===== src/rtl/dm_ctrl_pkg.sv =====
// Shared state encoding, icon codes and counter sizing for the dot-matrix control sequencer.
// The CTRL_* values are the agreed code set read by the dot-matrix driver.
package dm_ctrl_pkg;

   typedef enum logic [2:0] {
      ST_IDLE,
      ST_L1,
      ST_L2,
      ST_R1,
      ST_R2,
      ST_STOP
   } state_e;

   localparam logic [3:0] CTRL_IDLE = 4'b0000;
   localparam logic [3:0] CTRL_STOP = 4'b1111;
   localparam logic [3:0] CTRL_R1   = 4'b0001;
   localparam logic [3:0] CTRL_R2   = 4'b0011;
   localparam logic [3:0] CTRL_L1   = 4'b0100;
   localparam logic [3:0] CTRL_L2   = 4'b0110;

   function automatic logic [3:0] ctrl_code(input state_e s);
      logic [3:0] code;
      code = CTRL_IDLE;
      case (s)
         ST_L1:   code = CTRL_L1;
         ST_L2:   code = CTRL_L2;
         ST_R1:   code = CTRL_R1;
         ST_R2:   code = CTRL_R2;
         ST_STOP: code = CTRL_STOP;
         default: code = CTRL_IDLE;
      endcase
      return code;
   endfunction

   // Width of a counter that must hold values 0 .. n-1, never less than one bit.
   function automatic int cnt_width(input int n);
      return (n <= 1) ? 1 : $clog2(n);
   endfunction

endpackage


===== src/rtl/btn_debounce.sv =====
// Two-flop synchronizer followed by a consecutive-sample debouncer for one raw button.
module btn_debounce
   import dm_ctrl_pkg::*;
#(
   parameter int DEB_CYCLES = 200
) (
   input  logic clk_i,
   input  logic rst_i,
   input  logic btn_i,
   output logic level_o
);

   localparam int CW = cnt_width(DEB_CYCLES);
   localparam logic [CW-1:0] CNT_LIM = CW'(DEB_CYCLES - 1);

   logic          sync1_q, sync2_q;
   logic          level_q, level_d;
   logic [CW-1:0] cnt_q, cnt_d;

   // Counter only advances while the synced value disagrees with the held level.
   always_comb begin
      level_d = level_q;
      cnt_d   = '0;
      if (sync2_q != level_q) begin
         if (cnt_q == CNT_LIM) begin
            level_d = sync2_q;
         end else begin
            cnt_d = cnt_q + CW'(1);
         end
      end
   end

   always_ff @(posedge clk_i or posedge rst_i) begin
      if (rst_i) begin
         sync1_q <= 1'b0;
         sync2_q <= 1'b0;
         level_q <= 1'b0;
         cnt_q   <= '0;
      end else begin
         sync1_q <= btn_i;
         sync2_q <= sync1_q;
         level_q <= level_d;
         cnt_q   <= cnt_d;
      end
   end

   assign level_o = level_q;

endmodule


===== src/rtl/dot_matrix_ctrl_sequencer.sv =====
// Debounced left/right/stop buttons drive a direction/speed FSM that selects the
// dot-matrix icon code and paces move strobes for the game logic.
module dot_matrix_ctrl_sequencer
   import dm_ctrl_pkg::*;
#(
   parameter int DEB_CYCLES  = 200,
   parameter int HOLD_CYCLES = 5000,
   parameter int SLOW_PERIOD = 2000,
   parameter int FAST_PERIOD = 1000
) (
   input  logic       clock,
   input  logic       reset,
   input  logic       btn_left,
   input  logic       btn_right,
   input  logic       btn_stop,
   output logic [3:0] control,
   output logic       move_pulse,
   output logic       move_dir,
   output logic       stopped
);

   localparam int HW = cnt_width(HOLD_CYCLES);
   localparam int PW = cnt_width(SLOW_PERIOD);
   localparam logic [HW-1:0] HOLD_LIM = HW'(HOLD_CYCLES - 1);
   localparam logic [PW-1:0] SLOW_LIM = PW'(SLOW_PERIOD - 1);
   localparam logic [PW-1:0] FAST_LIM = PW'(FAST_PERIOD - 1);

   logic lvl_l, lvl_r, lvl_s;

   btn_debounce #(.DEB_CYCLES(DEB_CYCLES)) u_deb_left  (.clk_i(clock), .rst_i(reset), .btn_i(btn_left),  .level_o(lvl_l));
   btn_debounce #(.DEB_CYCLES(DEB_CYCLES)) u_deb_right (.clk_i(clock), .rst_i(reset), .btn_i(btn_right), .level_o(lvl_r));
   btn_debounce #(.DEB_CYCLES(DEB_CYCLES)) u_deb_stop  (.clk_i(clock), .rst_i(reset), .btn_i(btn_stop),  .level_o(lvl_s));

   state_e        state_q, state_d;
   logic [3:0]    control_q, control_d;
   logic          stopped_q, stopped_d;
   logic          pulse_q, pulse_d;
   logic          dir_q, dir_d;
   logic          stop_prev_q;
   logic [HW-1:0] hold_cnt_q, hold_cnt_d;
   logic [PW-1:0] per_cnt_q, per_cnt_d;
   logic          stop_evt, moving, changing;
   logic [PW-1:0] per_lim;

   assign stop_evt = lvl_s & ~stop_prev_q;

   always_comb begin
      state_d = state_q;
      if (stop_evt) begin
         state_d = (state_q == ST_STOP) ? ST_IDLE : ST_STOP;
      end else if (state_q == ST_STOP) begin
         state_d = ST_STOP;
      end else if (lvl_l && lvl_r) begin
         state_d = ST_IDLE;
      end else if (lvl_l) begin
         case (state_q)
            ST_L1:   state_d = (hold_cnt_q == HOLD_LIM) ? ST_L2 : ST_L1;
            ST_L2:   state_d = ST_L2;
            default: state_d = ST_L1;
         endcase
      end else if (lvl_r) begin
         case (state_q)
            ST_R1:   state_d = (hold_cnt_q == HOLD_LIM) ? ST_R2 : ST_R1;
            ST_R2:   state_d = ST_R2;
            default: state_d = ST_R1;
         endcase
      end else begin
         state_d = ST_IDLE;
      end
   end

   // A pulse is suppressed on a state-change edge so it can never land in IDLE/STOP.
   always_comb begin
      changing   = (state_d != state_q);
      moving     = (state_q == ST_L1) || (state_q == ST_L2) || (state_q == ST_R1) || (state_q == ST_R2);
      per_lim    = ((state_q == ST_L2) || (state_q == ST_R2)) ? FAST_LIM : SLOW_LIM;
      hold_cnt_d = hold_cnt_q;
      per_cnt_d  = '0;
      pulse_d    = 1'b0;
      dir_d      = dir_q;
      if (changing) begin
         hold_cnt_d = '0;
      end else if (((state_q == ST_L1) || (state_q == ST_R1)) && (hold_cnt_q != HOLD_LIM)) begin
         hold_cnt_d = hold_cnt_q + HW'(1);
      end
      if (!changing && moving) begin
         if (per_cnt_q == per_lim) begin
            pulse_d = 1'b1;
         end else begin
            per_cnt_d = per_cnt_q + PW'(1);
         end
      end
      case (state_d)
         ST_L1, ST_L2: dir_d = 1'b0;
         ST_R1, ST_R2: dir_d = 1'b1;
         default:      dir_d = dir_q;
      endcase
      control_d = ctrl_code(state_d);
      stopped_d = (state_d == ST_STOP);
   end

   always_ff @(posedge clock or posedge reset) begin
      if (reset) begin
         state_q     <= ST_IDLE;
         control_q   <= CTRL_IDLE;
         stopped_q   <= 1'b0;
         pulse_q     <= 1'b0;
         dir_q       <= 1'b0;
         stop_prev_q <= 1'b0;
         hold_cnt_q  <= '0;
         per_cnt_q   <= '0;
      end else begin
         state_q     <= state_d;
         control_q   <= control_d;
         stopped_q   <= stopped_d;
         pulse_q     <= pulse_d;
         dir_q       <= dir_d;
         stop_prev_q <= lvl_s;
         hold_cnt_q  <= hold_cnt_d;
         per_cnt_q   <= per_cnt_d;
      end
   end

   assign control    = control_q;
   assign stopped    = stopped_q;
   assign move_pulse = pulse_q;
   assign move_dir   = dir_q;

endmodule


===== config.mk =====
export PLATFORM = sky130hd
export DESIGN_NAME = dot_matrix_ctrl_sequencer
export DESIGN_NICKNAME = d
export VERILOG_FILES = /design/src/rtl/dm_ctrl_pkg.sv /design/src/rtl/btn_debounce.sv /design/src/rtl/dot_matrix_ctrl_sequencer.sv
export SDC_FILE = /design/constraint.sdc
export NUM_CORES = 1
export LEC_CHECK = 0
export BUFFER_PORTS_ARGS = -buffer_cell sky130_fd_sc_hd__buf_4
export CAP_MARGIN = 20
export CORE_MARGIN = 1.5
export CORE_UTILIZATION = 55
export DETAILED_ROUTE_END_ITERATION = 12
export HOLD_SLACK_MARGIN = 0.1
export PLACE_DENSITY = 0.72
export SYNTH_ARGS = -nofsm -noshare
export SYNTH_HDL_FRONTEND = slang
export SYNTH_SLANG_ARGS = --single-unit

===== constraint.sdc =====
create_clock -name clock -period 5.44 [get_ports clock]
set_input_delay 1.088 -clock clock [delete_from_list [all_inputs] [get_ports clock]]
set_output_delay 1.088 -clock clock [all_outputs]
set_load 0.01 [all_outputs]

==> reports/metrics.yaml <==
syn-cell-area_mm2: 0.00334
clock_path_buffers: 2
worst_pin_slew_ns: 0.940
die_h_um: 81.0
max_cap_violations: 0
synth_edf_count: 0
met3_length_um: 156
grt_pass1_wl_um: 9360
topRoutingLayerUsed: "met4"
fin_setup_tns_ns: 0
syn_to_final_growth_pct: 8.38
wire_per_inst_um: 13.0
drt_first_iter_violations: 121
syn_avg_cell_area_um2: 10.2
fin_nets: 349
reg2regPathDepth: 7
yosys_warnings: 0
n_antenna_cell: 0
clock_latency_ns: 0.33
yosys.area_share.adder: 0.0187
grt_antenna_before_repair: 0
timing.final.crit_share: 0.517
relSlewSlack: 0.371
synth_top_area_cell: "dfrtp_1"
synth_ff_type: "dfrtp_1"
hold_buffers: 0
cts_resized: 0
p_int_uw: 690
num_vias: 2244
viasPerCell: 5.36
detail-route-antenna-nets: 0
r2r_slack_ns: 2.62
cts_setup_buffers: 0
pre_cts_slack_ns: 2.61
synthCells: 327
crit_chain: "ha_1, or4bb_1, nor4_1, o21ai_1, and3_1, o21ai_4, nor3b_1"
synth.top_cell.area_share: 0.501
switching_power_uw: 198
crit_arrival_ns: 2.99
finalMaxSlewViolations: 0
met1_length_um: 2700
cts_root_buffer: "clkbuf_8"
core.rowCount: 28
status: "complete, no violations"
synth-seq-cells: 67
cts_tree: "built"
synth_top_family_by_area: "simple AND/OR/NAND/NOR gates"
cp_slowest_cell: "o21ai_4"
io_buffers: 11
netlist-cell-type-count: 47
reg2reg_from: "hold_cnt_q[0]"
finalHoldViolCount: 0
die_area_mm2: 0.00656
layout_min_cycle_time_ns: 2.82
cts_made_buffers: 9
routed_wl_um: 5430
synthSimpleGateAreaFrac: 0.249
rr_endpoint: "move_pulse"
cp_max_fo: 25
wl_met2_um: 2510
whs_path_depth: 0
crit_type: "reg -> reg"
worst_slack_ns: 2.62
htree_levels: 3
grt_pass1_vias: 2158
p_leak_nw: 1.67
p_sw_frac: 0.223
stdcell_count: 419
dp.cells: 403
hpwl_um: 3650
power_density_mw_per_mm2: 245
synth_mux_area_frac: 0.0101
cts.clk_slew.worst_paths_ns: 0.07
max_freq_mhz: 355
crit_path_max_incr_delay_ns: 0.75
initial_core_util: 0.568
pwr-share-comb: 0.030
synth-compound-area-share: 0.0677
worstHoldStart: "u_deb_left.sync1_q"
start_kind: "register"
drive_gt1_frac: 0.192
cts.sinks: 67
yosysSeqAreaShare: 0.501
cp.required_ns: 5.62
min_to: "u_deb_left.sync2_q"
yosys.area_share.xor_xnor: 0.121
clkPwrFrac: 0.395
core_region_area_mm2: 0.00589
gp_congestion: 0.866
grtUsageTotal: 0.185
synth.net_count: 337
fillCellCount: 496
gr-total-overflow: 0
finClkSkew_ns: 0.00913
drc: 0
fp.dieW_um: 81.0
hold_slack_ns: 0.353
hold_path.class: "reg -> reg"
synth_area_leaders: "dfrtp_1 (50%), xnor2_1 (6.3%), xor2_1 (5.8%), nor2_1 (4.6%), nor2_2 (3.7%)"
ioPinCount: 12
rsz0062_at_grt: "false"
p_seq_frac: 0.575
crit_path_end_kind: "register"
dr.pass1.iters: 4
power_uw: 888
irDropWorstVdd_mv: 0.209
synthArstFlopShare: 1.00
grt_start_max_net_pins: 68
setup_viol: 0
## flip-flops by register name (all words and copies together) (netlist names)
register             count
u_deb_stop.sync2_q       1
state_q                  3
u_deb_left.level_o       1
u_deb_right.level_o      1
u_deb_stop.sync1_q       1
u_deb_right.cnt_q        8
u_deb_right.sync2_q      1
stop_prev_q              1
u_deb_stop.level_o       1
control                  4
hold_cnt_q              13
move_pulse               1
u_deb_left.sync1_q       1
per_cnt_q               11
u_deb_right.sync1_q      1
u_deb_stop.cnt_q         8
move_dir                 1
u_deb_left.cnt_q         8
u_deb_left.sync2_q       1
## placed cells by master (no fill, tap or decap), types with 10 or more instances in the layout
cell type	count
nand3_1	23
clkbuf_8	10
nand2_1	25
nor2_1	41
buf_4	12
dfrtp_1	67
xnor2_1	24
nor2_2	20
xor2_1	22
## worst max-delay path by stage
stage	to	cells after the start	start
detailed placement	move_pulse	7	hold_cnt_q[0]
finish	move_pulse	7	hold_cnt_q[0]
global placement	move_pulse	7	hold_cnt_q[0]
global route	hold_cnt_q[11]	7	hold_cnt_q[0]
CTS	move_pulse	7	hold_cnt_q[0]
floorplan	control[0]	1	reset
## critical path: cells and delay by family (launching register included)
kind / cells / cell delay, ns
fa+ha+maj: 1 / 0.19
compound gates: 2 / 0.95
flops: 1 / 0.39
simple gates: 4 / 1.12
## area by class of cell
class                           instances  area, um^2  share of cell area
Sequential cell                        67        1680               0.463
Multi-Input combinational cell        240        1560               0.430
Clock buffer                           11         141              0.0390
Tap cell                               75        93.8              0.0259
Timing Repair Buffer                   12        90.1              0.0249
Inverter                                9        33.8             0.00932
Clock inverter                          5        28.8             0.00794
## Yosys cell counts (all sizes together) (2+ instances only)
library cell,instances
ha,5
nor2,61
inv,9
nor2b,4
nand2,25
or2,5
a211o,3
a21o,2
nand3,23
nor4,4
o2111ai,2
dfrtp,67
xor2,22
nand2b,5
and3,10
xnor2,24
nor3,3
mux2,3
nand4b,2
or3,3
nand4,6
buf,6
a21oi,10
clkbuf,5
o21ai,4
## power groups by stage
stage                     sequential (mW)  combinational (mW)  clock (mW)
after floorplan                     0.519              0.0203           0
after global placement              0.520              0.0267           0
after detailed placement            0.520              0.0274           0
after CTS                           0.511              0.0275       0.364
after global routing                0.512              0.0306       0.390
final                               0.511              0.0262       0.351
## metrics by stage
step / utilization / cell area, um^2
3_5_place_dp: 0.587 / 3450
2_1_floorplan: - / 3340
5_1_grt: 0.616 / 3620
3_3_place_gp: 0.587 / 3450
6_report: 0.616 / 3620
4_1_cts: 0.616 / 3620
## logic make-up (layout without fill, tap and decap cells)
| kind of cell | count (synthesis) | after routing |
|---|---|---|
| adders and majority gates | 5 | 5 |
| and+or+nand+nor | 158 | 158 |
| muxes | 3 | 3 |
| xor gates and xnor gates | 46 | 46 |
| AOI/OAI and AO/OA | 28 | 28 |
| DFF | 67 | 67 |
| buffers and inverters | 20 | 37 |
## per-layer routing
metal,up-vias,GRT usage
li1,1123,-
met1,1083,0.245
met2,31,0.292
met3,7,0.0404
met4,0,0.0810
met5,-,0
Power figures use the tool's default switching activity.
